==> src/rtl/drac_pkg.sv <==
// Shared types for the writeback path: register index width, 64-bit bus and
// the {addr, data} entry that flows from the execution units to the register file.
package drac_pkg;

    localparam int REGFILE_WIDTH = 5;

    typedef logic [63:0]              bus64_t;
    typedef logic [REGFILE_WIDTH-1:0] reg_addr_t;

    typedef struct packed {
        reg_addr_t addr;
        bus64_t    data;
    } wb_entry_t;

    typedef enum logic [1:0] {
        GRANT_NONE,
        GRANT_A,
        GRANT_B
    } wb_grant_e;

    // x0 is hardwired to zero, so writes to it are dropped rather than issued.
    function automatic logic is_x0(input reg_addr_t addr);
        return addr == '0;
    endfunction

endpackage

==> src/rtl/wb_fifo.sv <==
// In-order buffer for slow-unit writebacks. The caller guarantees that it never
// pushes while full or pops while empty; full/empty derive from the count.
module wb_fifo
    import drac_pkg::*;
#(
    parameter int DEPTH = 4
) (
    input  logic                     clk_i,
    input  logic                     rst_i,
    input  logic                     push,
    input  wb_entry_t                push_entry,
    input  logic                     pop,
    output wb_entry_t                head,
    output logic [$clog2(DEPTH):0]   count
);

    localparam int PTR_W = $clog2(DEPTH);

    wb_entry_t        mem [DEPTH];
    logic [PTR_W-1:0] wr_ptr;
    logic [PTR_W-1:0] rd_ptr;

    // NOTE: the storage array has no reset; stale contents are never visible
    // because count gates every read, and leaving it unreset keeps it a plain RAM.
    always_ff @(posedge clk_i) begin
        if (push) begin
            mem[wr_ptr] <= push_entry;
        end
    end

    // NOTE: sequential state uses non-blocking assignments so every register
    // samples the pre-edge values of the others, independent of block order.
    always_ff @(posedge clk_i) begin
        if (rst_i) begin
            wr_ptr <= '0;
            rd_ptr <= '0;
            count  <= '0;
        end else begin
            // Pointers wrap naturally because DEPTH is a power of two.
            if (push) wr_ptr <= wr_ptr + PTR_W'(1);
            if (pop)  rd_ptr <= rd_ptr + PTR_W'(1);
            case ({push, pop})
                2'b10:   count <= count + 1'b1;
                2'b01:   count <= count - 1'b1;
                default: count <= count;
            endcase
        end
    end

    assign head = mem[rd_ptr];

endmodule

==> src/rtl/wb_arbiter.sv <==
// Register-file writeback arbiter: the fast pipe (A) writes directly, the slow
// units (B) go through wb_fifo; the FIFO head wins when full or starved.
module wb_arbiter
    import drac_pkg::*;
#(
    parameter int FIFO_DEPTH   = 4,
    parameter int STARVE_LIMIT = 8
) (
    input  logic                          clk_i,
    input  logic                          rst_i,

    input  logic                          a_valid_i,
    output logic                          a_ready_o,
    input  logic [REGFILE_WIDTH-1:0]      a_addr_i,
    input  bus64_t                        a_data_i,

    input  logic                          b_valid_i,
    output logic                          b_ready_o,
    input  logic [REGFILE_WIDTH-1:0]      b_addr_i,
    input  bus64_t                        b_data_i,

    output logic                          write_enable_o,
    output logic [REGFILE_WIDTH-1:0]      write_addr_o,
    output bus64_t                        write_data_o,

    output logic [$clog2(FIFO_DEPTH):0]   b_count_o
);

    localparam int CNT_W = $clog2(FIFO_DEPTH) + 1;
    localparam int AGE_W = (STARVE_LIMIT > 0) ? $clog2(STARVE_LIMIT + 1) : 1;

    wb_entry_t        head;
    wb_entry_t        sel_entry;
    wb_grant_e        grant;
    logic [CNT_W-1:0] count;
    logic [AGE_W-1:0] age_q;
    logic             empty;
    logic             full;
    logic             head_force;
    logic             push;
    logic             pop;

    assign empty      = count == '0;
    assign full       = count == CNT_W'(FIFO_DEPTH);
    assign head_force = full || (!empty && age_q == AGE_W'(STARVE_LIMIT));

    // Readies depend only on registered state; reset forces them open so that
    // anything offered during reset completes its handshake and is dropped.
    assign a_ready_o = rst_i || !head_force;
    assign b_ready_o = rst_i || !full;
    assign b_count_o = count;

    assign push = !rst_i && b_valid_i && !full && !is_x0(b_addr_i);
    assign pop  = !rst_i && (grant == GRANT_B);

    // NOTE: every signal assigned here gets a default first, so no path through
    // the block leaves it unassigned and no latch is inferred.
    always_comb begin
        grant     = GRANT_NONE;
        sel_entry = head;
        if (head_force) begin
            grant = GRANT_B;
        end else if (a_valid_i) begin
            grant     = GRANT_A;
            sel_entry = '{addr: a_addr_i, data: a_data_i};
        end else if (!empty) begin
            grant = GRANT_B;
        end
    end

    wb_fifo #(
        .DEPTH (FIFO_DEPTH)
    ) u_fifo (
        .clk_i      (clk_i),
        .rst_i      (rst_i),
        .push       (push),
        .push_entry ('{addr: b_addr_i, data: b_data_i}),
        .pop        (pop),
        .head       (head),
        .count      (count)
    );

    // Age of the FIFO head: only climbs while the head waits behind port A.
    always_ff @(posedge clk_i) begin
        if (rst_i || empty || pop) begin
            age_q <= '0;
        end else if (age_q != AGE_W'(STARVE_LIMIT)) begin
            age_q <= age_q + 1'b1;
        end
    end

    // An A grant to x0 still consumes the slot but never reaches the file.
    always_ff @(posedge clk_i) begin
        if (rst_i) begin
            write_enable_o <= 1'b0;
            write_addr_o   <= '0;
            write_data_o   <= '0;
        end else begin
            write_enable_o <= (grant != GRANT_NONE) && !is_x0(sel_entry.addr);
            if ((grant != GRANT_NONE) && !is_x0(sel_entry.addr)) begin
                write_addr_o <= sel_entry.addr;
                write_data_o <= sel_entry.data;
            end
        end
    end

endmodule

==> config.mk <==
export PLATFORM = sky130hd
export DESIGN_NAME = wb_arbiter
export DESIGN_NICKNAME = d
export VERILOG_FILES = /design/src/rtl/drac_pkg.sv /design/src/rtl/wb_fifo.sv /design/src/rtl/wb_arbiter.sv
export SDC_FILE = /design/constraint.sdc
export NUM_CORES = 1
export LEC_CHECK = 0
export CAP_MARGIN = 20
export CORE_MARGIN = 3
export CORE_UTILIZATION = 25
export DETAILED_ROUTE_END_ITERATION = 8
export SLEW_MARGIN = 20
export SYNTH_ARGS = -nofsm -noshare
export SYNTH_HDL_FRONTEND = slang
export SYNTH_HIERARCHICAL = 1
export SYNTH_SLANG_ARGS = --single-unit
==> constraint.sdc <==
create_clock -name clk_i -period 6.2 [get_ports clk_i]
set_input_delay 0.93 -clock clk_i [delete_from_list [all_inputs] [get_ports clk_i]]
set_output_delay 0.93 -clock clk_i [all_outputs]
set_load 0.02 [all_outputs]
# Word-level counts from Yosys, hierarchy flattened
# Memory sizes are Yosys's and may differ from the RTL's. A register that Yosys moved wholly into a read port is not among the register bits.
# Index checks and enable logic that the tools add are counted.
dict set report totals {
  register_bits 81
  output_inout_bits 75
  ram_bits 276
  n_memories 1
  word_cells 51
}
# memory words width read_ports rd_clocked_by_memory_dff write_ports line_no
set mem_list {}
lappend mem_list {u_fifo.mem 4 69 1 1 1 wb_fifo.sv:19} ;# wb_entry_t mem [DEPTH];
dict set report classes {
  add_sub_neg 5
  n_mux 10
  reduce_logical 22
  eq_ne 6
}
# cell count
set ops {}
lappend ops {{$mux 69} 2}
lappend ops {{$logic_not 5->1} 2}
lappend ops {{$mux 2} 5}
lappend ops {{$logic_and 1x1->1} 6}
lappend ops {{$logic_not 1->1} 6}
lappend ops {{$pmux 3 s2} 1}
lappend ops {{$logic_or 1x1->1} 5}
lappend ops {{$add 2x1->2 const B} 2}
lappend ops {{$add 4x1->4 const B} 1}
lappend ops {{$eq 2x2->1 const B} 2}
lappend ops {{$eq 4x4->1 const B} 1}
lappend ops {{$ne 4x4->1 const B} 1}
lappend ops {{$reduce_bool 2->1} 2}
lappend ops {{$add 3x1->3 const B} 1}
lappend ops {{$eq 3x3->1 const B} 1}
lappend ops {{$logic_not 3->1} 1}
lappend ops {{$sub 3x1->3 const B} 1}
lappend ops {{$eq 2x1->1 const B} 1}
lappend ops {{$mux 1} 2}

# Logic depth before layout (Yosys ltp)
dict set report logic_depth {
  word_depth 9
  ltp_mapped 11
  mapped_depth_nobuf 11
}

# By module
# Netlist, hierarchy kept.
# mod area_each_um2 seq_area_each_um2 n_inst cells_each
set modules_own_cells {}
lappend modules_own_cells {wb_fifo 10387.5 8468.1 1 406}
lappend modules_own_cells {wb_arbiter 4088.9 1481.4 1 370}

# Worst setup path before layout
# No wires, ideal clock.
dict set report synth_timing {
  path_type {input to register}
  from {in rst_i}
  to {mem u_fifo/mem[0][0] in the netlist's numbering, enable pin}
  slack_ns 2.003
  required_time_ns 5.766
  path_buffers 2
  stages 4
  t_arrival_ns 3.763
  path_cell_list {clkbuf_1 clkbuf_1 nor4b_1 and2_1}
}
dict set report synth_between {
  elab_chain_cells 6
}
# element line_no
set synth_rtl {}
lappend synth_rtl {{start, declared} wb_arbiter.sv:10} ;# input logic rst_i,
lappend synth_rtl {{$logic_not 1->1} wb_arbiter.sv:53} ;# assign push = !rst_i && b_valid_i && !full && !is_x0(b_addr_i);
lappend synth_rtl {{$logic_and 1x1->1 (3 in a row)} wb_arbiter.sv:53}
lappend synth_rtl {{via push} wb_arbiter.sv:40} ;# logic push;
lappend synth_rtl {{$mux 1} wb_fifo.sv:26} ;# if (push) begin
lappend synth_rtl {{$mux 1 (not written as such)} wb_fifo.sv:27} ;# mem[wr_ptr] <= push_entry;
lappend synth_rtl {{end, declared} wb_fifo.sv:19}
# The timed path passes the listed nets, and every way through them passes these cells.

# Worst setup path after layout
dict set report layout_timing {
  from {in b_addr_i[2]}
  to {mem u_fifo/mem[2][21] in the netlist's numbering, enable pin}
}
dict set report layout_between {
  elab_chain_cells 5
}
# element line_no
set layout_rtl {}
lappend layout_rtl {{start, declared} wb_arbiter.sv:19} ;# input logic [REGFILE_WIDTH-1:0] b_addr_i,
lappend layout_rtl {{$logic_not 5->1} drac_pkg.sv:23} ;# return addr == '0;
lappend layout_rtl {{$logic_not 1->1} wb_arbiter.sv:53}
lappend layout_rtl {{$logic_and 1x1->1} wb_arbiter.sv:53}
lappend layout_rtl {{via push} wb_arbiter.sv:40}
lappend layout_rtl {{$mux 1} wb_fifo.sv:26}
lappend layout_rtl {{$mux 1 (not written as such)} wb_fifo.sv:27}
# The timed path passes the listed nets, and every way through them passes these cells.

==> impl_metrics.yaml <==
hold_path:
  hold_depth: 2
  min_path_type: "reg -> reg"
synth:
  yosys.cell_count.top_type: "edfxtp_1"
  syn_area_per_cell_sq_um: 18.66
  synth_area_leaders: "edfxtp_1 57%, dfxtp_1 11%, mux4_2 11%"
  yosysUniqueCellTypes: 38
  async_flop_share_pct: 0
  synth_fp_nets: 926
  yosysWarnings: 6
  synth_top_family_by_area: "multiplexers"
  synth-compound-area-share_pct: 9.810
  synth_xor_area_share_pct: 0.4235
  synth_top_area_share_pct: 57.25
  synth-simple-area-share_pct: 1.513
  synthCells: 776
  synth_fa_ha_area_share_pct: 0.7433
  netlist_top_cells_count: "276 x edfxtp_1, 83 x dfxtp_1, 69 x mux4_2"
  yosysTopAreaCell: "edfxtp_1"
  synth-edff-count: 276
  ys_seq_elements: 359
  muxShareOfSynthArea_pct: 15.37
  synth_flop_cell: "edfxtp_1"
  ys_seq_area_share_pct: 68.73
  synth.cell_area_sq_um: 14480
sta:
  skew_ps: 25.28
  worst_slew_pin_slew_ps: 1103
  hold_slack_ps: 493.0
  period_share_pct: 55.75
  rsz0062_at_grt: "no"
  finalMaxSlewViolations: 0
  hold_viol_final: 0
  setup_viol: 0
  timing.final.crit_period_ps: 3456
  slew_headroom_pct: 26.50
  fmax_ghz: 0.2893
  setup_slack_ps: 2744
  setup-tns-final_ps: 0
power_and_ir_drop:
  internal-power_mw: 5.669
  sw_frac_of_total_pct: 31.33
  power.share.sequential_pct: 36.8
  irDropWorstVdd_mv: 0.5039
  power_density_nw_per_um2: 441.7
  combPwrFrac_pct: 33.1
  leakagePower_nw: 5.949
  power.share.clock_pct: 30.1
  p_sw_mw: 2.587
  total_power_mw: 8.256
setup_path:
  crit_type: "in -> reg"
  critPathSlowestCell: "and2_4"
  start_kind: "input port"
  crit_chain: "clkdlybuf4s50_1 > or4_1 > nor2_1 > nor4b_2 > and2_4 > buf_4"
  cp_max_fo: 56
  slowest_delay_ps: 940
  cp_data_required_time_ps: 6430
  r2r_cells: 5
  end_kind: "register"
  arrival_ps: 3690
drt:
  ant_nets: 0
  drc: 0
  num_vias: 8097
  postRouteWirelength_um: 36750
  drtPass1Iterations: 4
  drt-wirelength-per-cell_um: 20.78
  post_drt_via_cell_ratio: 4.580
  drtIter0Drc: 376
die:
  rows: 87
  dieArea_sq_um: 60830
  core_area_sq_um: 56820
  die_height_um: 246.6
  start_util_pct: 25.48
  die_w_um: 246.6
  io_pins: 217
grt:
  grt.overflow.total: 0
  antenna_found_initial: 3
  track_usage_pct: 12.05
  grt_pass1_wl_um: 55190
  grt_max_degree: 76
  grt_pass1_vias: 8552
clocking:
  cts_hold_buffers: 0
  cts_resized: 0
  clock_sinks: 359
  cts-root-buf: "clkbuf_16"
  clock_tree.buffer_depth: 3
  postCtsSetupBuffers: 0
  insertion_delay_ps: 550
  cts_made_buffers: 42
  cts_max_level: 2
  clkSlewWorstSetupHoldPaths_ps: 50
  cts_tree: "yes"
finish:
  fill_cells: 5495
  drive_above_1_share_pct: 20.47
  fin_area_sq_um: 18690
  syn_to_final_growth_pct: 29.11
  final_cells: 1768
  fin_util_pct: 32.89
  fin_nets: 1128
placed_design:
  dp_slack_ps: 2118
  gp_congestion: 0.6588
  hpwl_um: 22390
  dp.cells: 1690
  placed_area_sq_um: 17280
  port_buffers: 216
outcome:
  outcome: "finished, final reports clean"
run:
  maxCapViolations: 0
-- critical path: cells and delay by family --
family,cells,cell delay [ps]
simple gates,4,1780
buf+inv,2,940
-- power groups by stage --
stage          clock (mW)  sequential (mW)  combinational [mW]
6_report             2.48             3.04                2.73
3_5_place_dp            0             3.09                2.77
3_3_place_gp            0             3.09                2.73
5_1_grt              2.68             3.08                2.95
4_1_cts              2.58             3.05                2.78
2_1_floorplan           0             3.24                1.83
-- cell usage in the layout (no fill, tap or decap), types with 4 or more instances in the layout --
master           netlist  routed
edfxtp_1             276     276
clkdlybuf4s50_1        0     215
dfxtp_1               83      81
mux4_2                69      69
mux2i_1               67      67
a221oi_1              66      66
a211oi_2              50      50
clkbuf_16              0      43
a211oi_1              17      17
clkbuf_1              39      14
nor2_1                13      13
buf_4                 10      13
inv_1                  8       8
clkbuf_8               0       8
ha_1                   7       7
nor3_1                 5       5
nand2b_1               4       4
xor2_1                 4       4
clkinv_2               0       4
bufinv_16              0       4
and2_4                 0       4
-- final timing paths --
path	startpoint	to	slack [ps]
worst min register to register	write_addr_o[2]	write_addr_o[2]	490
worst max-delay path	b_addr_i[2]	u_fifo/mem[2][21]	2740
worst max register to register	u_fifo/count[1]	u_fifo/mem[2][21]	2960
worst min-delay path	write_addr_o[2]	write_addr_o[2]	490
-- cell type report --
type | instances | area (sq um) | share of cell area (%)
Clock buffer | 65 | 1239 | 6.627
Tap cell | 756 | 945.9 | 5.061
Antenna cell | 1 | 2.502 | 0.01339
Clock inverter | 12 | 168.9 | 0.9037
Timing Repair Buffer | 229 | 2261 | 12.10
Inverter | 8 | 30.03 | 0.1607
Multi-Input combinational cell | 338 | 4086 | 21.86
Sequential cell | 359 | 9957 | 53.27
-- state kept, by name (all words and copies together), names as in the netlist, named ones only --
| signal | cells |
|---|---|
| age_q | 4 |
| u_fifo/rd_ptr | 2 |
| write_addr_o | 5 |
| u_fifo/count | 3 |
| write_data_o | 64 |
| u_fifo/mem | 276 |
| u_fifo/wr_ptr | 2 |
| write_enable_o | 1 |
-- logic make-up (layout without fill, tap and decap cells) --
group	Yosys count	count (layout)
fa+ha+maj	8	8
simple gates	41	41
mux	136	136
flops	359	359
compound gates	146	146
other cells	0	1
buf+inv	79	314
xor+xnor	7	7
-- layer usage --
layer / wire, um / vias up / global-route usage [%] / share of wire (%)
met4: 689 / 2 / 3.229 / 1.9
met3: 2756 / 53 / 3.896 / 7.5
met1: 16130 / 4159 / 16.00 / 44
met5: 11 / - / 0 / 0.030
met2: 17160 / 236 / 18.96 / 47
li1: - / 3647 / - / -
Power figures use the tool's default switching activity.
